===== config.mk =====
export PLATFORM = sky130hd
export DESIGN_NAME = io_out_bank
export DESIGN_NICKNAME = d
export VERILOG_FILES = /design/src/rtl/io_out_bank.sv
export SDC_FILE = /design/constraint.sdc
export NUM_CORES = 1
export LEC_CHECK = 0
export BUFFER_PORTS_ARGS = -buffer_cell sky130_fd_sc_hd__buf_2
export CAP_MARGIN = 5
export CORE_MARGIN = 2
export CORE_UTILIZATION = 52
export CTS_CLUSTER_DIAMETER = 60
export DETAILED_ROUTE_END_ITERATION = 12
export GPL_TIMING_DRIVEN = 0
export PLACE_DENSITY = 0.75
export SYNTH_ARGS = -nofsm -noshare
export SYNTH_HDL_FRONTEND = slang
export SYNTH_SLANG_ARGS = --single-unit

===== constraint.sdc =====
create_clock -name clk -period 2.6 [get_ports clk]
set_clock_uncertainty 0.05 [all_clocks]
set_input_delay 0.52 -clock clk [delete_from_list [all_inputs] [get_ports clk]]
set_output_delay 0.52 -clock clk [all_outputs]
set_load 0.01 [all_outputs]

===== src/rtl/io_out_bank.sv =====
// io_out_bank: memory-mapped output subsystem on the CPU data bus.
//
// NUM_CH buffered output channels, each a first-word-fall-through FIFO drained
// by a valid/ready consumer. A write to BASE_ADDR+k pushes into channel k. A
// write to a full channel raises stall (the CPU holds its PC and re-presents the
// write) unless the consumer pops that same cycle. A read of BASE_ADDR+NUM_CH
// returns a status word: bits [NUM_CH-1:0] are per-channel "not full" and bits
// [2*NUM_CH-1:NUM_CH] are per-channel "valid".
//
// Ports
//   clk        system clock, all state on the rising edge
//   reset_n    asynchronous active-low reset
//   bus_addr   CPU bus address
//   bus_wdata  CPU write data
//   write      CPU write strobe
//   read       CPU read strobe
//   bus_rdata  status read data, 0 unless rd_hit
//   rd_hit     read targets the status address
//   stall      write hit to a full channel that cannot accept this cycle
//   ch_data    FIFO head per channel, channel k at [k*DATA_WIDTH +: DATA_WIDTH]
//   ch_valid   channel FIFO non-empty
//   ch_ready   consumer accepts the head this cycle
//   solution   last accepted channel write, any channel
//   overflow   sticky per channel: a write stalled on it at least once

module io_out_bank #(
  parameter int unsigned           ADDR_WIDTH = 20,
  parameter int unsigned           DATA_WIDTH = 16,
  parameter int unsigned           NUM_CH     = 4,
  parameter int unsigned           FIFO_DEPTH = 4,
  parameter logic [ADDR_WIDTH-1:0] BASE_ADDR  = ADDR_WIDTH'('hF0000)
) (
  input  logic                         clk,
  input  logic                         reset_n,
  input  logic [ADDR_WIDTH-1:0]        bus_addr,
  input  logic [DATA_WIDTH-1:0]        bus_wdata,
  input  logic                         write,
  input  logic                         read,
  output logic [DATA_WIDTH-1:0]        bus_rdata,
  output logic                         rd_hit,
  output logic                         stall,
  output logic [NUM_CH*DATA_WIDTH-1:0] ch_data,
  output logic [NUM_CH-1:0]            ch_valid,
  input  logic [NUM_CH-1:0]            ch_ready,
  output logic [DATA_WIDTH-1:0]        solution,
  output logic [NUM_CH-1:0]            overflow
);

  localparam int unsigned PTR_W = $clog2(FIFO_DEPTH);
  localparam int unsigned CNT_W = PTR_W + 1;

  localparam logic [CNT_W-1:0]      FULL_CNT    = CNT_W'(FIFO_DEPTH);
  localparam logic [CNT_W-1:0]      CNT_ONE     = CNT_W'(1);
  localparam logic [PTR_W-1:0]      PTR_ONE     = PTR_W'(1);
  localparam logic [ADDR_WIDTH-1:0] STATUS_ADDR = BASE_ADDR + ADDR_WIDTH'(NUM_CH);

  logic [NUM_CH-1:0] hit;
  logic [NUM_CH-1:0] acc;
  logic [NUM_CH-1:0] pop;
  logic [NUM_CH-1:0] full;
  logic [NUM_CH-1:0] valid;

  logic [DATA_WIDTH-1:0] solution_q;
  logic [NUM_CH-1:0]     overflow_q;
  logic [DATA_WIDTH-1:0] status;

  for (genvar k = 0; k < NUM_CH; k++) begin : g_ch
    localparam logic [ADDR_WIDTH-1:0] CH_ADDR = BASE_ADDR + ADDR_WIDTH'(k);

    logic [DATA_WIDTH-1:0] mem_q [FIFO_DEPTH];
    logic [PTR_W-1:0]      rd_ptr_q, rd_ptr_d;
    logic [PTR_W-1:0]      wr_ptr_q, wr_ptr_d;
    logic [CNT_W-1:0]      count_q, count_d;

    // Gating with reset_n keeps stall low while reset is held.
    assign hit[k]   = reset_n & write & (bus_addr == CH_ADDR);
    assign valid[k] = (count_q != '0);
    assign full[k]  = (count_q == FULL_CNT);
    assign pop[k]   = valid[k] & ch_ready[k];
    // A full channel still accepts when its head leaves in the same cycle.
    assign acc[k]   = hit[k] & (~full[k] | pop[k]);

    assign ch_data[k*DATA_WIDTH +: DATA_WIDTH] = valid[k] ? mem_q[rd_ptr_q] : '0;

    always_comb begin
      rd_ptr_d = rd_ptr_q;
      wr_ptr_d = wr_ptr_q;
      count_d  = count_q;
      if (acc[k]) begin
        wr_ptr_d = wr_ptr_q + PTR_ONE;
      end
      if (pop[k]) begin
        rd_ptr_d = rd_ptr_q + PTR_ONE;
      end
      case ({acc[k], pop[k]})
        2'b10:   count_d = count_q + CNT_ONE;
        2'b01:   count_d = count_q - CNT_ONE;
        default: count_d = count_q;
      endcase
    end

    always_ff @(posedge clk or negedge reset_n) begin
      if (!reset_n) begin
        rd_ptr_q <= '0;
        wr_ptr_q <= '0;
        count_q  <= '0;
      end else begin
        rd_ptr_q <= rd_ptr_d;
        wr_ptr_q <= wr_ptr_d;
        count_q  <= count_d;
      end
    end

    // Storage needs no reset: ch_data is masked while the FIFO is empty.
    always_ff @(posedge clk) begin
      if (acc[k]) begin
        mem_q[wr_ptr_q] <= bus_wdata;
      end
    end
  end

  assign ch_valid = valid;
  assign stall    = |(hit & ~acc);
  assign rd_hit   = reset_n & read & (bus_addr == STATUS_ADDR);

  always_comb begin
    status                      = '0;
    status[NUM_CH-1:0]          = ~full;
    status[2*NUM_CH-1:NUM_CH]   = valid;
  end

  assign bus_rdata = rd_hit ? status : '0;

  always_ff @(posedge clk or negedge reset_n) begin
    if (!reset_n) begin
      solution_q <= '0;
      overflow_q <= '0;
    end else begin
      // At most one channel address matches, so any accept carries bus_wdata.
      if (|acc) begin
        solution_q <= bus_wdata;
      end
      overflow_q <= overflow_q | (hit & ~acc);
    end
  end

  assign solution = solution_q;
  assign overflow = overflow_q;

endmodule

==> impl_metrics.py <==
metrics = {
    "cts": {
        "cts.reportedPaths.clkPinSlew_ns": 0.06,
        "cts-root-to-sink-buffers": 3,
        "cts_tree": "yes",
        "ctsHtreeMaxLevel": 1,
        "tritoncts_sink_count": 304,
        "number_of_cts_inserted_buffers": 30,
        "cts-root-buf": "clkbuf_16",
        "insertion_delay_ns": 0.55,
    },
    "logic_synthesis": {
        "synth-simple-area-share": 0.0754,
        "yosys.area_share.adder": 0.0265,
        "synth.area.mux_share": 0.138,
        "synth-seq-area-share": 0.712,
        "synth_xor_area_frac": 0.0168,
        "synthesis.instances": 652,
        "synth_async_sr_flop_share": 0.158,
        "ys_warns": 0,
        "postSynth.topFlopCell": "edfxtp_1",
        "synth_area_um2": 12500,
        "synthesis.area_per_instance_um2": 19.1,
        "post_synth_cell_types": 44,
        "post_synth_edffs": 256,
        "complex_gate_fraction_of_the_synthesized_area": 0.00792,
        "synth.top_cell.area_share": 0.616,
        "synth_top_family_by_area": "multiplexers",
        "yosysTopAreaCell": "edfxtp_1",
        "synth-seq-cells": 304,
        "ys_top_cells_by_area": "edfxtp_1 (62%), mux4_2 (12%), dfrtp_1 (9.6%)",
    },
    "place": {
        "buffer_ports.inserted": 140,
        "placedInstanceArea_um2": 13600,
        "dp_hpwl_mm": 15.6,
        "gp_routability_congestion": 0.761,
    },
    "drt": {
        "drt.antenna.violating_nets": 0,
        "detail_route.drc_violations": 0,
        "wl_per_cell_um": 21.7,
        "detailedRoute.firstIterationViolations": 433,
        "drt_first_pass_iters": 4,
        "totalWireLength_mm": 26.0,
        "vias_per_cell": 5.33,
        "vias": 6395,
    },
    "critical_path": {
        "path_class": "reg2out",
        "cp_data_required_time_ns": 2.03,
        "worst_setup_path_start_kind": "flop",
        "critical_path_arrival_ns": 2.01,
        "critPathMaxFanout": 4,
        "timing.critical_path.to_type": "primary output",
    },
    "layout": {
        "antenna-diode-count": 0,
        "post_route_cells_drive_above_1_share": 0.449,
        "area.growth.synth_to_final_pct": 23.5,
        "finalNetCount": 925,
        "finish.utilization": 0.654,
        "fill_cells": 1622,
        "final_design_area_no_fill_um2": 15400,
    },
    "floorplan": {
        "fp.dieH_um": 159,
        "die_area_um2": 25300,
        "core_um2": 23500,
        "core.rowCount": 56,
        "io_pins": 150,
        "die_wd_um": 159,
        "floorplan.initialDensity": 0.530,
    },
    "timing": {
        "timing.max_slew.rel_slack": 0.413,
        "hold_viol": 0,
        "slew_viol_final": 0,
        "finalSetupViolations": 0,
        "fmax_mhz": 388,
        "rsz0062_at_grt": "true",
        "tightest_slew_ns": 0.881,
        "crit_share_post_route": 0.992,
        "post-route-min-period_ns": 2.58,
    },
    "global_route": {
        "grt_overflow_total": 0,
        "global_route_wire_length_before_repair_mm": 38.8,
        "grt_pass1_vias": 6662,
        "grtUsageTotal": 0.205,
        "grt_max_degree": 25,
        "grt_antenna_before_repair": 0,
    },
    "power": {
        "leak_nw": 5.83,
        "power_per_cell_area_nw_per_um2": 982,
        "vdd_drop_max_uv": 473,
    },
    "worst_hold_path": {
        "hold_class": "in2reg",
    },
    "run": {
        "maxCapViolCount": 0,
    },
    "outcome": {
        "status": "finished, final reports clean",
    },
}
## cell type report
type / count / area (um^2) / area share
sequential: 304 / 8890 / 0.577
tap: 319 / 399 / 0.0259
clock inverter: 15 / 176 / 0.0114
buffer: 26 / 272 / 0.0176
inverter: 27 / 101 / 0.00658
clock buffer: 41 / 833 / 0.0541
multi-input combinational: 294 / 3540 / 0.230
timing repair buffer: 174 / 1190 / 0.0772
## where the power goes
| part | switching (mW) | internal (mW) | total [mW] |
|---|---|---|---|
| Combinational | 2.15 | 2.90 | 5.05 |
| Clock | 1.75 | 2.63 | 4.38 |
| Sequential | 0.238 | 5.47 | 5.70 |
## per-layer routing
layer	GRT usage	up-vias	wire, um
li1	-	2886	-
met2	0.342	217	12900
met1	0.274	3247	10900
met5	0	-	0
met3	0.0421	45	1600
met4	0.0649	0	663
## cells by family (layout without fill, tap and decap cells)
logic type	Yosys count	in the layout
xor gates and xnor gates	24	24
and+or+nand+nor	138	139
AOI/OAI and AO/OA	13	13
adders and majority gates	24	24
other	1	8
muxes	86	86
DFF	304	304
buffers and inverters	62	283
## Yosys cell counts, types with 9 or more instances
master,n
edfxtp_1,256
and2_1,84
mux4_2,64
dfrtp_1,48
inv_1,27
ha_1,20
clkbuf_1,14
xnor2_1,12
xor2_1,12
mux2_4,10
nand2_1,10
buf_2,9
nor2_1,9
## placed cells by master (no fill, tap or decap), types with 3 or more instances in the layout
| cell type | instances |
|---|---|
| edfxtp_1 | 256 |
| buf_2 | 131 |
| mux4_2 | 64 |
| and2_1 | 46 |
| dfrtp_1 | 43 |
| clkbuf_16 | 34 |
| buf_4 | 32 |
| inv_1 | 27 |
| and2_4 | 27 |
| ha_1 | 19 |
| xnor2_1 | 12 |
| xor2_1 | 12 |
| buf_6 | 12 |
| and2_2 | 11 |
| nand2_1 | 10 |
| mux2_4 | 10 |
| nor2_1 | 9 |
| conb_1 | 8 |
| clkbuf_1 | 8 |
| buf_12 | 7 |
| mux2_2 | 7 |
| or3_4 | 6 |
| clkinv_2 | 6 |
| buf_8 | 5 |
| nor4_4 | 5 |
| dfrtp_2 | 5 |
| or4b_4 | 4 |
| nor2b_1 | 4 |
| fa_1 | 4 |
| bufinv_16 | 4 |
| clkbuf_4 | 3 |
| a21o_1 | 3 |
| nand2b_1 | 3 |
| mux2_1 | 3 |
| clkinv_1 | 3 |
## registers in the layout, summed over array words and instances (netlist names)
signal and cells:
overflow 4, g_ch.rd_ptr_q 8, g_ch.count_q 12, solution 16, g_ch.mem_q 256, g_ch.wr_ptr_q 8
## metrics by stage
| step | hold WS [ns] | TNS, ns | total power [mW] | setup WS (ns) | cells |
|---|---|---|---|---|---|
| final | 0.299 | 0 | 15.1 | 0.0221 | 1200 |
| after global routing | 0.312 | -0.239 | 15.8 | -0.0767 | 1200 |
| after CTS | 0.269 | -0.00460 | 14.7 | -0.00460 | 1184 |
| after detailed placement | 0.391 | -415.63 | 9.75 | -1.53 | 1118 |
| after global placement | 0.388 | -404.66 | 9.68 | -1.50 | 1118 |
| after floorplan | 0.174 | 0 | 8.40 | 0.00302 | 659 |
## critical path, stage by stage, from the launching register on
cell     delay, ns
dfrtp_1       0.41
or4b_4        0.61
o22ai_4       0.18
o21a_1        0.13
buf_2         0.13
## final timing paths
check	from	to	slack, ns	depth (start not counted)
setup / recovery	g_ch[0].count_q[1]	stall	0.02	4
hold / removal	bus_addr[0]	overflow[3]	0.30	2
setup reg to reg	g_ch[1].count_q[1]	g_ch[1].count_q[2]	0.05	10
hold reg to reg	overflow[0]	overflow[0]	0.41	1
max in group asynchronous	reset_n	g_ch[2].rd_ptr_q[1]	1.83	2
min in group asynchronous	reset_n	overflow[2]	0.45	3
## timing repair
| action | in CTS | in global routing |
|---|---|---|
| hold buffers | 3 | 0 |
| resized for setup | 71 | 56 |
| setup endpoints to repair | 358 | 260 |
| gates cloned | 3 | 3 |
| pin swaps | 9 | 28 |
| buffers inserted | 13 | 13 |
| endpoints found under the hold margin | 48 | 0 |
Note: power is estimated with default switching activity, not from simulation.
